## config.mk

```make
export PLATFORM = sky130hd
export DESIGN_NAME = axilite_write_data
export DESIGN_NICKNAME = d
export VERILOG_FILES = /design/src/rtl/axilite_pkg.sv /design/src/rtl/axilite_wstrb_merge.sv /design/src/rtl/axilite_write_data.sv
export SDC_FILE = /design/constraint.sdc
export NUM_CORES = 1
export LEC_CHECK = 0
export CAP_MARGIN = 25
export CORE_MARGIN = 8
export CORE_UTILIZATION = 55
export CTS_CLUSTER_DIAMETER = 150
export DETAILED_ROUTE_END_ITERATION = 12
export DONT_BUFFER_PORTS = 1
export HOLD_SLACK_MARGIN = 0.02
export PLACE_DENSITY = 0.78
export RECOVER_POWER = 25
export SETUP_SLACK_MARGIN = 0.15
export SLEW_MARGIN = 25
export SYNTH_ARGS = -nofsm -noshare
export SYNTH_HDL_FRONTEND = slang
export SYNTH_SLANG_ARGS = --single-unit
```

## constraint.sdc

```tcl
create_clock -name clk -period 15.9 [get_ports clk]
set_input_delay 2.385 -clock clk [delete_from_list [all_inputs] [get_ports clk]]
set_output_delay 2.385 -clock clk [all_outputs]
set_load 0.1 [all_outputs]
```

## src/rtl/axilite_pkg.sv

```systemverilog
// Shared AXI4-Lite definitions for the coprocessor register-bank responders.
// Holds response codes, bus/strobe widths and the write-side FSM encoding.
package axilite_pkg;

  localparam int unsigned AXI_DATA_WIDTH = 32;
  localparam int unsigned AXI_STRB_WIDTH = AXI_DATA_WIDTH / 8;

  localparam logic [1:0] RESP_OKAY   = 2'd0;
  localparam logic [1:0] RESP_EXOKAY = 2'd1;
  localparam logic [1:0] RESP_SLVERR = 2'd2;
  localparam logic [1:0] RESP_DECERR = 2'd3;

  // RESP is entered on the commit edge and is what drives bvalid.
  typedef enum logic [0:0] {
    ST_IDLE = 1'b0,
    ST_RESP = 1'b1
  } wr_state_t;

endpackage

```

## src/rtl/axilite_wstrb_merge.sv

```systemverilog
// Byte-enable merge of one bus word into the flat register image.
// Only the word selected by word_idx is touched; others pass through.
module axilite_wstrb_merge
  import axilite_pkg::*;
#(
  parameter int unsigned DATA_SIZE  = 128,
  parameter int unsigned DATA_WIDTH = AXI_DATA_WIDTH,
  parameter int unsigned WIDX_W     = 2
) (
  input  logic [DATA_SIZE-1:0]    cur_data,
  input  logic [WIDX_W-1:0]       word_idx,
  input  logic [DATA_WIDTH-1:0]   wdata,
  input  logic [DATA_WIDTH/8-1:0] wstrb,
  output logic [DATA_SIZE-1:0]    merged
);

  localparam int unsigned NWORDS = DATA_SIZE / DATA_WIDTH;
  localparam int unsigned STRB_W = DATA_WIDTH / 8;

  // Replace each enabled byte of the selected word with the incoming byte.
  always_comb begin
    merged = cur_data;
    for (int unsigned w = 0; w < NWORDS; w++) begin
      for (int unsigned b = 0; b < STRB_W; b++) begin
        if ((WIDX_W'(w) == word_idx) && wstrb[b]) begin
          merged[w*DATA_WIDTH + 8*b +: 8] = wdata[8*b +: 8];
        end else begin
          merged[w*DATA_WIDTH + 8*b +: 8] = cur_data[w*DATA_WIDTH + 8*b +: 8];
        end
      end
    end
  end

endmodule

```

## src/rtl/axilite_write_data.sv

```systemverilog
// AXI4-Lite write responder: collects AW and W beats in any order, merges them
// into the register image and returns a B response (SLVERR on bad address).
module axilite_write_data
  import axilite_pkg::*;
#(
  parameter int unsigned DATA_SIZE  = 128,
  parameter int unsigned ADDR_SIZE  = 32,
  parameter int unsigned DATA_WIDTH = AXI_DATA_WIDTH
) (
  input  logic                    clk,
  input  logic                    rst,
  input  logic [ADDR_SIZE-1:0]    awaddr,
  input  logic                    awvalid,
  output logic                    awready,
  input  logic [DATA_WIDTH-1:0]   wdata,
  input  logic [DATA_WIDTH/8-1:0] wstrb,
  input  logic                    wvalid,
  output logic                    wready,
  output logic [1:0]              bresp,
  output logic                    bvalid,
  input  logic                    bready,
  output logic [DATA_SIZE-1:0]    data,
  output logic                    wr_commit,
  output logic [ADDR_SIZE-1:0]    wr_word
);

  localparam int unsigned STRB_W = DATA_WIDTH / 8;
  localparam int unsigned NWORDS = DATA_SIZE / DATA_WIDTH;
  localparam int unsigned WIDX_W = (NWORDS > 1) ? $clog2(NWORDS) : 1;
  localparam int unsigned BSHIFT = $clog2(STRB_W);
  localparam logic [ADDR_SIZE+2:0] MAX_BIT_OFS = (ADDR_SIZE+3)'(DATA_SIZE - DATA_WIDTH);
  localparam logic [ADDR_SIZE-1:0] ALIGN_MASK  = ADDR_SIZE'(STRB_W - 1);

  wr_state_t              state_r;
  wr_state_t              state_nxt_s;
  logic                   aw_got_r;
  logic                   w_got_r;
  logic [ADDR_SIZE-1:0]   awaddr_r;
  logic [DATA_WIDTH-1:0]  wdata_r;
  logic [STRB_W-1:0]      wstrb_r;
  logic [DATA_SIZE-1:0]   data_r;
  logic [1:0]             bresp_r;
  logic                   wr_commit_r;
  logic [ADDR_SIZE-1:0]   wr_word_r;

  logic                   awready_s;
  logic                   wready_s;
  logic                   bvalid_s;
  logic                   aw_fire_s;
  logic                   w_fire_s;
  logic                   commit_s;
  logic [ADDR_SIZE-1:0]   eff_addr_s;
  logic [DATA_WIDTH-1:0]  eff_wdata_s;
  logic [STRB_W-1:0]      eff_wstrb_s;
  logic [ADDR_SIZE+2:0]   addr_bits_s;
  logic                   addr_ok_s;
  logic [ADDR_SIZE-1:0]   word_idx_s;
  logic [DATA_SIZE-1:0]   merged_s;

  assign aw_fire_s = awvalid & awready_s;
  assign w_fire_s  = wvalid & wready_s;
  assign commit_s  = (aw_got_r | aw_fire_s) & (w_got_r | w_fire_s);

  // A beat arriving on the commit edge is used directly, not via its holding register.
  assign eff_addr_s  = aw_got_r ? awaddr_r : awaddr;
  assign eff_wdata_s = w_got_r  ? wdata_r  : wdata;
  assign eff_wstrb_s = w_got_r  ? wstrb_r  : wstrb;

  // Bit offset is widened by 3 bits so huge byte addresses cannot wrap into range.
  assign addr_bits_s = {eff_addr_s, 3'b000};
  assign addr_ok_s   = (addr_bits_s <= MAX_BIT_OFS) && ((eff_addr_s & ALIGN_MASK) == '0);
  assign word_idx_s  = eff_addr_s >> BSHIFT;

  axilite_wstrb_merge #(
    .DATA_SIZE  (DATA_SIZE),
    .DATA_WIDTH (DATA_WIDTH),
    .WIDX_W     (WIDX_W)
  ) u_merge (
    .cur_data (data_r),
    .word_idx (word_idx_s[WIDX_W-1:0]),
    .wdata    (eff_wdata_s),
    .wstrb    (eff_wstrb_s),
    .merged   (merged_s)
  );

  // FSM state register.
  always_ff @(posedge clk or posedge rst) begin
    if (rst) begin
      state_r <= ST_IDLE;
    end else begin
      state_r <= state_nxt_s;
    end
  end

  // FSM next-state logic.
  always_comb begin
    state_nxt_s = ST_IDLE;
    case (state_r)
      ST_IDLE: begin
        if (commit_s) begin
          state_nxt_s = ST_RESP;
        end else begin
          state_nxt_s = ST_IDLE;
        end
      end
      ST_RESP: begin
        if (bready) begin
          state_nxt_s = ST_IDLE;
        end else begin
          state_nxt_s = ST_RESP;
        end
      end
      default: state_nxt_s = ST_IDLE;
    endcase
  end

  // FSM outputs: readies depend only on registered state, never on valids.
  always_comb begin
    bvalid_s  = 1'b0;
    awready_s = 1'b0;
    wready_s  = 1'b0;
    case (state_r)
      ST_IDLE: begin
        awready_s = ~aw_got_r;
        wready_s  = ~w_got_r;
      end
      ST_RESP: bvalid_s = 1'b1;
      default: bvalid_s = 1'b0;
    endcase
  end

  // Capture flags: set on handshake, cleared by the commit.
  always_ff @(posedge clk or posedge rst) begin
    if (rst) begin
      aw_got_r <= 1'b0;
      w_got_r  <= 1'b0;
    end else if (commit_s) begin
      aw_got_r <= 1'b0;
      w_got_r  <= 1'b0;
    end else begin
      if (aw_fire_s) aw_got_r <= 1'b1;
      if (w_fire_s)  w_got_r  <= 1'b1;
    end
  end

  // Holding registers for a beat that arrives before its partner.
  always_ff @(posedge clk or posedge rst) begin
    if (rst) begin
      awaddr_r <= '0;
      wdata_r  <= '0;
      wstrb_r  <= '0;
    end else begin
      if (aw_fire_s) awaddr_r <= awaddr;
      if (w_fire_s) begin
        wdata_r <= wdata;
        wstrb_r <= wstrb;
      end
    end
  end

  // Commit: update image, response code and word index.
  always_ff @(posedge clk or posedge rst) begin
    if (rst) begin
      data_r      <= '0;
      bresp_r     <= RESP_OKAY;
      wr_commit_r <= 1'b0;
      wr_word_r   <= '0;
    end else begin
      wr_commit_r <= commit_s;
      if (commit_s) begin
        bresp_r <= addr_ok_s ? RESP_OKAY : RESP_SLVERR;
        if (addr_ok_s) begin
          data_r    <= merged_s;
          wr_word_r <= word_idx_s;
        end
      end
    end
  end

  assign awready   = awready_s;
  assign wready    = wready_s;
  assign bvalid    = bvalid_s;
  assign bresp     = bresp_r;
  assign data      = data_r;
  assign wr_commit = wr_commit_r;
  assign wr_word   = wr_word_r;

endmodule
```

After elaboration in Yosys (flattened, before gate mapping)
Index checks and enable logic that the tools add are counted.
{"block": "totals", "regBits": 232, "inputBits": 73, "output_inout_bits": 166, "elab_cells": 89}
{"block": "op_classes", "magnitude_cmp": 1, "n_eq_ne": 3, "mux": 14, "bitwise": 8, "n_reduce_logical": 38}
{"cell": "2-to-1 mux 32 bit", "n": 2}
{"cell": "AND reduction 3 bit", "n": 16}
{"cell": "less-or-equal comparator 35 x 7 -> 1 bit, second input constant", "n": 1}
{"cell": "logical NOT 32 bit", "n": 1}
{"cell": "logical AND 1 bit", "n": 17}
{"cell": "2-to-1 mux 1 bit", "n": 9}
{"cell": "equality test 2 bit, first input constant", "n": 2}
{"cell": "2-to-1 mux 4 bit", "n": 1}
{"cell": "nonzero test 2 bit", "n": 2}
{"cell": "bitwise AND 1 bit", "n": 3}
{"cell": "NOT 1 bit", "n": 3}
{"cell": "equality test 1 x 2 -> 1 bit, first input constant", "n": 1}
{"cell": "logical NOT 2 bit", "n": 1}
{"cell": "2-to-1 mux 2 bit", "n": 1}
{"cell": "bitwise OR 1 bit", "n": 2}
{"cell": "one-hot mux 1 bit (2 select lines)", "n": 1}
{"cell": "AND reduction 2 bit", "n": 1}

Logic depth before layout (Yosys ltp)
Gate-level depths: netlist of the first run.
{"block": "logic_depth", "word_depth": 7, "mapped_depth": 9, "depth_no_buf": 6}

Modules after synthesis
Synthesis of the first run repeated with hierarchy kept, for this count alone.
{"block": "unflattened", "cells_unflattened": 717, "area_unflattened_um2": 11124.4}
{"mod": "axilite_write_data", "instances": 1, "cells_per_inst": 569, "area_per_inst_um2": 9405.3, "seq_area_each_um2": 5780.5}
{"mod": "axilite_wstrb_merge", "instances": 1, "cells_per_inst": 148, "area_per_inst_um2": 1719.1, "seq_area_each_um2": 0.0}

Worst setup path after synthesis of the first run
Ideal clock, no wire load.
{"block": "synth_timing", "kind": "reg-to-output", "startpoint": "register state_r", "endpoint": "output awready", "arrival_ps": 2208, "required_ps": 13515, "setup_slack_ps": 11307, "path_stages_with_launch": 2, "path_buffers": 0, "path_cell_list": "dfrtp_1 -> nor2_1"}
{"block": "synth_between", "elab_chain_len": 1}
{"element": "start, declared", "line": "axilite_write_data.sv:34", "source": "wr_state_t state_r;"}
{"element": "start signal, assigned", "line": "axilite_write_data.sv:91", "source": "state_r <= state_nxt_s;"}
{"element": "2-to-1 mux 1 bit", "line": "axilite_write_data.sv:122", "source": "case (state_r)"}
{"element": "end, declared", "line": "axilite_write_data.sv:14", "source": "output logic awready,"}
Every way passes these cells.

==> results of run 1 <==
synthesized netlist by cell type (all sizes together):
cell type	n
mux2	236
and2	4
inv	4
nor2b	28
o41ai	1
nand4b	1
clkbuf	9
dfrtp	231
conb	1
o22ai	4
nand3	1
nand2	19
mux2i	1
o21ai	1
nand3b	3
nand2b	2
buf	15
or4	7
a21oi	1
nor4	21
nor2	9
a222oi	4
or3b	3
or3	1
or4b	4
final cells by class:
type,count,area [µm²],share of cell area (%)
Sequential cell,231,5780,54.0
Multi-Input combinational cell,354,3720,34.7
Clock buffer,32,639,5.97
Tap cell,225,282,2.63
Timing Repair Buffer,12,163,1.52
Clock inverter,8,115,1.07
Inverter,4,16.3,0.152
metal layers:
metal	routed length (µm)	track usage [%]	part of all wire, %
met2	10600	31.3	49
met1	7890	21.7	37
met3	2630	9.63	12
met4	487	5.56	2.3
met5	0	0	0
state kept, by name, summed over array words and instances, names as in the netlist:
name and flops:
awaddr_r 32, bresp 1, wr_word 30, aw_got_r 1
wstrb_r 4, wr_commit 1, wdata_r 32, state_r 1
data 128, w_got_r 1
worst paths after layout:
check	end	slack [ns]	cells after the start
worst max-delay path	data[9]	9.42	1
worst min-delay path	wdata_r[14]	0.50	1
worst max register to register	data[120]	12.62	5
worst min register to register	wdata_r[14]	0.50	1
max in group clk	awready	11.41	3
min in group asynchronous	data[82]	3.75	1
cells by family after synthesis:
| family | after synthesis | synth area share (%) |
|---|---|---|
| other cells | 1 | 0.0389 |
| compound gates | 11 | 1.05 |
| flops | 231 | 60.0 |
| buf+inv | 28 | 1.76 |
| simple gates | 103 | 9.20 |
| mux | 237 | 28.0 |
through the flow:
| stage | worst slack, ns | area [µm²] | total power [mW] |
|---|---|---|---|
| 6_report | 9.42 | 10700 | 1.65 |
| 3_3_place_gp | 11.10 | 9840 | 1.07 |
| 5_1_grt | 8.35 | 10700 | 1.73 |
| 4_1_cts | 11.17 | 10600 | 1.65 |
| 2_1_floorplan | 7.18 | 9650 | 1.03 |
| 3_5_place_dp | 11.07 | 9870 | 1.11 |
power by group:
part	internal, mW	switching (mW)	leakage (nW)	total [mW]
Clock	0.328	0.211	0.374	0.539
Combinational	0.176	0.167	1.68	0.343
Sequential	0.682	0.0869	3.06	0.769
==> results.md, run 1 <==
* Maximum number of pins on one net before global-route repair at between 100 and 150
* Gpl congestion at 0.752
* Worst Hold Slack at 0.502 ns
* Cell count after placement at approximately 820
* Top post-synthesis cells by area: dfrtp_1 60%, mux2_2 26%, nor4_4 4.0%
* Final antenna-violating net count at 0
* DR WL/cell at between 20 and 25 µm
* Core area at 17,200 µm²
* CP endpoint kind: asynchronous set/reset pin
* Relative slew slack at -320%
* Max-cap violations at 1
* Number of synthesized register bits at 231
* Setup tns final at 0 ns
* CTS root buf: clkbuf_16
* CP cell instances: clkinvlp_2
* CP Class: primary input to asynchronous set/reset pin
* RSZ-0062 raised after global routing: false
* Critical Path Start: rst
* Post-synth top area share at about three fifths
* Die area at around 22,000 µm²
* Yosys top cell by area: dfrtp_1
* Finished Core Util at 62.2%
* Yosys cell types at 36
* Seq/Total Area, Yosys at between 50% and 60%
* Initial antenna violation count at 0
* Pwr dens at 154 nW/µm²
* Worst-skew pair later-pin latency at 0.49 ns
* Mapped Avg Cell Area at approximately 16 µm²
* Total wire length at between 20 and 25 mm
* Number of H-tree levels at 1
* First-pass GRT wire length at 33.3 mm
* # rows at 48
* CP max stage delay at between 3 and 4 ns
* Clk buf depth at 3
* Die width at 148 µm
* Outcome: complete, but fails checks
* 1st-iter DRT viols at 233
* Vias in the first global route at 5,611
* YS warnings at 0
* Number of buffers created by CTS at 23
* Clock sink total at 231
* Crit share post-route at 40.8%
* Mapped Area at roughly 9600 µm²
* DRC at 0
* Vias per cell at 5.90
* # hold bufs at CTS at 0
* Final Hold Vio Count at 0
* Most common cell after layout, fill and taps aside: dfrtp_1
* Buf+Inv Stages, Crit Path at 1
* P&R area growth vs syn at 11.1%
* Worst r2r src: w_got_r
* Failing checks: max-capacitance violations, max-slew violations
* Post-CTS setup buffer count at 0
* DRT Pass-1 Iters at 4
* Nets at around 700
* Cells after synthesis at 611
* Pleak at around 5.1 nW
* GRT Total Usage at 19.2%
* Setup Skew at 0.0174 ns
* Fraction of layout cells with a size suffix above 1 at 47.4%
* Worst endpoint required time at between 15 and 20 ns
* Min cycle time layout at 6.48 ns
* Antenna diode count at 0
* TritonCTS clock tree: built
* Final HPWL from detailed placement at about 15 mm
* Startpoint types: primary input
* Peak VDD IR at between 0.15 and 0.2 mV
* Reg clk slew, reported paths at 0.06 ns
* Crit path arrival time at between 5 and 6 ns
* Port buffer count at 0
* Hold path start: wdata_r[14]
* Hold Crit Class: flop to flop
* Max frequency at 154 MHz
* Final Max Slew Viols at between 100 and 150
* Crit path max-delay family: buffers and inverters
* CP max stage cell: clkinvlp_2
* Via count at 5,112
* I/O pins at between 200 and 250
* Initial core utilization at 55.9%
* Resized cells post-CTS at 0
* Die Height at 148 µm
* CP max FO at 146
* Highest-count cells in the layout ignoring fill and taps: 230 x dfrtp_1, 223 x mux2_2, 28 x nor2b_1, 23 x clkbuf_16, 19 x nand2_1
* GR Overflow Total at 0
* Setup violators final at 0
* Fillers at around 1.2k
* Finished Layout Cells at 866
* Worst Tran Pin Value at 6.26 ns
Note: power is estimated with default switching activity, not from simulation.
==> inputs of run 2 (changes only) <==
==> constraint.sdc (replaced) <==
create_clock -name clk -period 6.55 [get_ports clk]
set_input_delay 0.9825 -clock clk [delete_from_list [all_inputs] [get_ports clk]]
set_output_delay 0.9825 -clock clk [all_outputs]
set_load 0.1 [all_outputs]
==> results.md, run 2 (synthesis results as in run 1) <==
* # rows at 48 (unchanged)
* Via count at 5,127 (+0.29%)
* Die area at 22,000 µm² (unchanged)
* Final Hold Vio Count at 0 (unchanged)
* 1st-iter DRT viols at 154 (-34%)
* GR Overflow Total at 0 (unchanged)
* Number of H-tree levels at 1 (unchanged)
* Worst endpoint required time at 6.50 ns (-8.84 ns)
* Fraction of layout cells with a size suffix above 1 at 48.1% (+0.69 points)
* Initial antenna violation count at 0 (unchanged)
* Peak VDD IR at 0.395 mV (+110%)
* Most common cell after layout, fill and taps aside: dfrtp_1
* Final antenna-violating net count at 0 (unchanged)
* Resized cells post-CTS at 0 (unchanged)
* Worst r2r src: aw_got_r
* CP Class: primary input to asynchronous set/reset pin
* Clock sink total at 231 (unchanged)
* Combinational power share at 19.1% (-1.7 points)
* Setup Skew at 0.00566 ns (-0.0118 ns)
* P&R area growth vs syn at 11.1% (about the same)
* Max frequency at 268 MHz
* Pwr dens at 378 nW/µm² (+150%)
* Max-cap violations at 2 (+1)
* Failing checks: max-capacitance violations, max-slew violations
* Reg-to-reg slack, setup at 3.21 ns (-9.41 ns)
* Outcome: complete, but fails checks
* Antenna diode count at 0 (unchanged)
* Crit path arrival time at 3.68 ns (-2.24 ns)
* Highest-count cells in the layout ignoring fill and taps: 229 x dfrtp_1, 223 x mux2_2, 28 x nor2b_1, 24 x clkbuf_16, 19 x nand2_1
* DRC at 0 (unchanged)
* Maximum number of pins on one net before global-route repair at 125 (-15%)
* Internal at 2.91 mW (+150%)
* Final Max Slew Viols at 159 (+8.2%)
* Die Height at 148 µm (unchanged)
* I/O pins at 239 (unchanged)
* Final HPWL from detailed placement at 16.1 mm (+4.5%)
* Sw Ratio at 28.2% (about the same)
* Fillers at 1,298 (+5.2%)
* Setup violators final at 0 (unchanged)
* Relative slew slack at -96.8% (+220 points)
* DRT Pass-1 Iters at 4 (unchanged)
* CP endpoint kind: asynchronous set/reset pin
* Setup tns final at 0 ns (unchanged)
* Max reg flops at 128 (unchanged)
* Sequential Power Share at 46.8% (+0.2 points)
* Min cycle time layout at between 3 and 4 ns
* Crit share post-route at 56.9%
* Die width at 148 µm (unchanged)
* Port buffer count at 0 (unchanged)
* Vias in the first global route at 5,693 (+1.5%)
* Number of buffers created by CTS at 23 (unchanged)
* R2R depth at 6 (+1)
* GRT Total Usage at 20.0% (+0.82 points)
* CTS root buf: clkbuf_16
* Psw at 1.14 mW (+150%)
* Gpl congestion at 0.742 (-1.3%)
* CP max stage cell: clkbuf_2
* Clk buf depth at 3 (unchanged)
* CP max stage delay at 2.16 ns (-1.28 ns)
* Crit path max-delay family: buffers and inverters
* Core area at 17,200 µm² (unchanged)
* Finished Core Util at 62.1% (about the same)
* Initial core utilization at 55.9% (unchanged)
* Total wire length at 22.3 mm (+3.5%)
* Vias per cell at 5.94 (+0.64%)
* Reg clk slew, reported paths at 0.06 ns (about the same)
* First-pass GRT wire length at 34.5 mm (+3.6%)
* # hold bufs at CTS at 0 (unchanged)
* Startpoint types: primary input
* TritonCTS clock tree: built
* CP cell instances: clkinvlp_2 > clkbuf_2
* DR WL/cell at 25.9 µm (+3.8%)
* Hold Crit Class: primary input to asynchronous set/reset pin
* Post-CTS setup buffer count at 0 (unchanged)
* Clock power frac at 34.0% (+1.3 points)
* RSZ-0062 raised after global routing: false
* Nets at 697 (-0.29%)
* CP max FO at 124 (-15%)
* Worst Tran Pin Value at 2.95 ns (-3.31 ns)
* Buf+Inv Stages, Crit Path at 2 (+1)
* Worst flop-to-flop path endpoint: data[19]
* Worst-skew pair later-pin latency at 0.50 ns (about the same)
* Pleak at 5.12 nW (about the same)
==> run 2: cell count changes in the layout (fill, tap and decap cells not counted), moves of 2 or more <==
cell      before  now
buf_16         4    1
clkbuf_1       8    5
clkbuf_8       3    5
clkinv_2       5    3
==> run 2: power groups by stage <==
stage          Sequential, mW  Clock [mW]  Combinational [mW]
2_1_floorplan            1.81           0               0.683
3_3_place_gp             1.89           0               0.715
3_5_place_dp             1.92           0               0.759
4_1_cts                  1.89        1.40               0.760
5_1_grt                  1.93        1.46               0.840
6_report                 1.90        1.38               0.775
==> run 2: metrics by stage <==
stage                     cell area [µm²]  std cells  worst slack (ns)  power [mW]  hold slack [ns]
final                               10700        863              2.82        4.05            0.450
after global routing                10700        863              2.06        4.23            0.488
after CTS                           10700        860              3.19        4.06            0.506
after detailed placement             9890        821              3.10        2.68            0.491
after global placement               9860        820              3.14        2.60            0.481
after floorplan                      9650        613              2.55        2.49            0.472
==> run 2: worst max path at each step <==
stage,endpoint,startpoint,depth (start not counted)
after global routing,wdata_r[18],rst,2
after global placement,data[62],awaddr[30],6
after CTS,awready,state_r,1
final,data[18],rst,2
after floorplan,aw_got_r,rst,1
after detailed placement,data[58],awaddr[30],6
==> run 2: layer usage <==
metal	track usage (%)	routed length, µm	vias up
met4	6.99	694	0
met2	33.7	11100	189
met3	8.60	2570	45
li1	-	-	2221
met1	22.2	7950	2672
met5	0	0	-
==> run 2: area by class of cell <==
cell class                      count  area [µm²]  share of cell area, %
Clock buffer                       31         656                   6.12
Inverter                            4        16.3                  0.152
Clock inverter                      8         144                   1.34
Sequential cell                   231        5790                   54.0
Tap cell                          225         282                   2.63
Timing Repair Buffer               10         103                  0.958
Multi-Input combinational cell    354        3720                   34.8
==> inputs of run 3 (changes only) <==
--- a/config.mk
+++ b/config.mk
@@ -12,7 +12,7 @@
 export DETAILED_ROUTE_END_ITERATION = 12
 export DONT_BUFFER_PORTS = 1
 export HOLD_SLACK_MARGIN = 0.02
-export PLACE_DENSITY = 0.78
+export PLACE_DENSITY = 0.81
 export RECOVER_POWER = 25
 export SETUP_SLACK_MARGIN = 0.15
 export SLEW_MARGIN = 25
==> constraint.sdc (replaced) <==
create_clock -name clk -period 3.05 [get_ports clk]
set_input_delay 0.4575 -clock clk [delete_from_list [all_inputs] [get_ports clk]]
set_output_delay 0.4575 -clock clk [all_outputs]
set_load 0.1 [all_outputs]
==> results.md, run 3 (synthesis results as in run 1) <==
* Gpl congestion at 0.842 (+14%)
* P&R area growth vs syn at 13.5%
* Core area at 17,200 µm² (unchanged)
* Most common cell after layout, fill and taps aside: dfrtp_1
* Worst-skew pair later-pin latency at 0.52 ns (+0.02 ns)
* Crit share post-route at between 90% and 100%
* CP Class: flop to flop
* GRT Total Usage at 19.9% (-0.068 points)
* Worst endpoint required time at 3.45 ns (-3.05 ns)
* CP max stage cell: dfrtp_1
* CTS root buf: clkbuf_16
* Final Max Slew Viols at 31 (-81%)
* Initial core utilization at 55.9% (unchanged)
* Via count at 5,318 (+3.7%)
* Clock power frac at 32.9% (-1.1 points)
* GR Overflow Total at 0 (unchanged)
* Outcome: complete, but fails checks
* Max frequency at 356 MHz
* CP cell instances: buf_4 > or4_1 > nor2_1 > a21oi_4 > buf_16 > nor4_4 > buf_4 > mux2_2
* Fraction of layout cells with a size suffix above 1 at 50.1% (+2.0 points)
* Relative slew slack at -2.62% (+94 points)
* Hold Crit Class: primary input to flop
* Number of H-tree levels at 1 (unchanged)
* Pleak at 5.27 nW (+3.1%)
* Number of buffers created by CTS at 24 (+4.3%)
* Max reg flops at 128 (unchanged)
* Pwr dens at 789 nW/µm² (+110%)
* Initial antenna violation count at 0 (unchanged)
* Sequential Power Share at 45.2% (-1.6 points)
* DRT Pass-1 Iters at 7 (+3)
* Clk buf depth at 3 (unchanged)
* 1st-iter DRT viols at 232 (+51%)
* Worst Hold Slack at 0.0604 ns (-0.389 ns)
* Worst path most repeated cell: buf_4
* Reg clk slew, reported paths at 0.06 ns (about the same)
* Maximum number of pins on one net before global-route repair at 67 (-46%)
* Final antenna-violating net count at 0 (unchanged)
* Antenna diode count at 0 (unchanged)
* DP Area at 10,200 µm² (+2.9%)
* Nets at 725 (+4.0%)
* Internal at 6.14 mW (+110%)
* TritonCTS clock tree: built
* Highest-count cells in the layout ignoring fill and taps: 230 x dfrtp_1, 223 x mux2_2, 28 x nor2b_1, 28 x buf_4, 24 x clkbuf_16
* Crit path arrival time at 3.20 ns (-0.48 ns)
* Die width at 148 µm (unchanged)
* CP max FO at 13 (-90%)
* Setup violators final at 0 (unchanged)
* Die Height at 148 µm (unchanged)
* Final Hold Vio Count at 0 (unchanged)
* Total Power at 8.63 mW (+110%)
* DR WL/cell at 25.1 µm (-2.9%)
* DRC at 0 (unchanged)
* Startpoint types: flop
* Finished Core Util at 63.5% (+1.4 points)
* First-pass GRT wire length at 34.2 mm (-0.84%)
* Worst Tran Pin Value at 1.53 ns (-1.42 ns)
* Min cycle time layout at 2.81 ns
* CP max stage delay at 0.52 ns (-1.64 ns)
* CP endpoint kind: flop
* Reg-to-reg slack, setup at 0.24 ns (-2.97 ns)
* Setup Skew at 0.0254 ns (+0.0197 ns)
* Final instance area at 10,900 µm² (+2.2%)
* Vias per cell at 5.94 (about the same)
* Vias in the first global route at 5,637 (-0.98%)
* Final HPWL from detailed placement at 16.4 mm (+1.5%)
* Sw Ratio at 28.9% (+0.71 points)
* Clock sink total at 231 (unchanged)
* Port buffer count at 0 (unchanged)
* # rows at 48 (unchanged)
* Combinational power share at 21.8% (+2.7 points)
* Psw at 2.49 mW (+120%)
* I/O pins at 239 (unchanged)
* Max-cap violations at 1 (-1)
* Total wire length at 22.5 mm (+0.72%)
* Failing checks: max-capacitance violations, max-slew violations
* RSZ-0062 raised after global routing: false
* Peak VDD IR at 0.799 mV (+100%)
* Die area at 22,000 µm² (unchanged)
-- run 3: cell types whose count changed in the layout (fill, tap and decap cells not counted), moves of 2 or more --
cell       change
buf_12         +4
buf_4         +23
bufinv_16      -3
clkinv_2       +2
-- run 3: critical path: cells and delay by family (launching register included) --
kind,cells,cell delay (ns)
buf+inv,3,0.72
mux,1,0.36
compound gates,1,0.14
simple gates,3,0.96
flops,1,0.52
-- run 3: power by group through the flow --
stage | Combinational [mW] | Sequential [mW] | Clock, mW
floorplan | 1.48 | 3.89 | 0
global placement | 1.81 | 3.91 | 0
detailed placement | 1.89 | 3.96 | 0
CTS | 1.91 | 3.90 | 2.90
global route | 2.03 | 3.95 | 3.01
finish | 1.88 | 3.90 | 2.84
-- run 3: path summary, 6_finish.rpt --
path / startpoint / end / depth (start not counted)
hold reg to reg: wdata_r[7] / wdata_r[7] / 1
setup reg to reg: aw_got_r / data[109] / 8
hold / removal: bready / state_r / 1
min in group asynchronous: rst / data[123] / 2
setup / recovery: aw_got_r / data[109] / 8
max in group asynchronous: rst / data[44] / 3
-- run 3: cell type report --
type	instances	area, µm²
inverters	4	16.3
fillers	1254	6300
clock buffers	36	706
flip-flops and latches	231	5780
well taps	225	282
repair buffers	37	349
clock inverters	8	78.8
multi-input cells	354	3730
-- run 3: routing by layer --
layer	vias up	wire (µm)	GRT usage [%]
met4	0	592	6.22
li1	2281	-	-
met5	-	0	0
met1	2804	8180	22.5
met2	190	11500	34.3
met3	43	2190	7.47
-- run 3: through the flow --
stage	TNS (ns)	setup WS, ns	std cells
after floorplan	-99.20	-0.429	613
after global placement	0	0.295	849
after detailed placement	0	0.211	850
after CTS	0	0.203	895
after global routing	0	0.112	895
final	0	0.241	895
-- run 3: timing repair --
action,4_1_cts,5_1_grt
resized for setup,0,2
endpoints found under the hold margin,28,0
setup endpoints to repair,0,99
buffers inserted,0,0
hold buffers,1,0
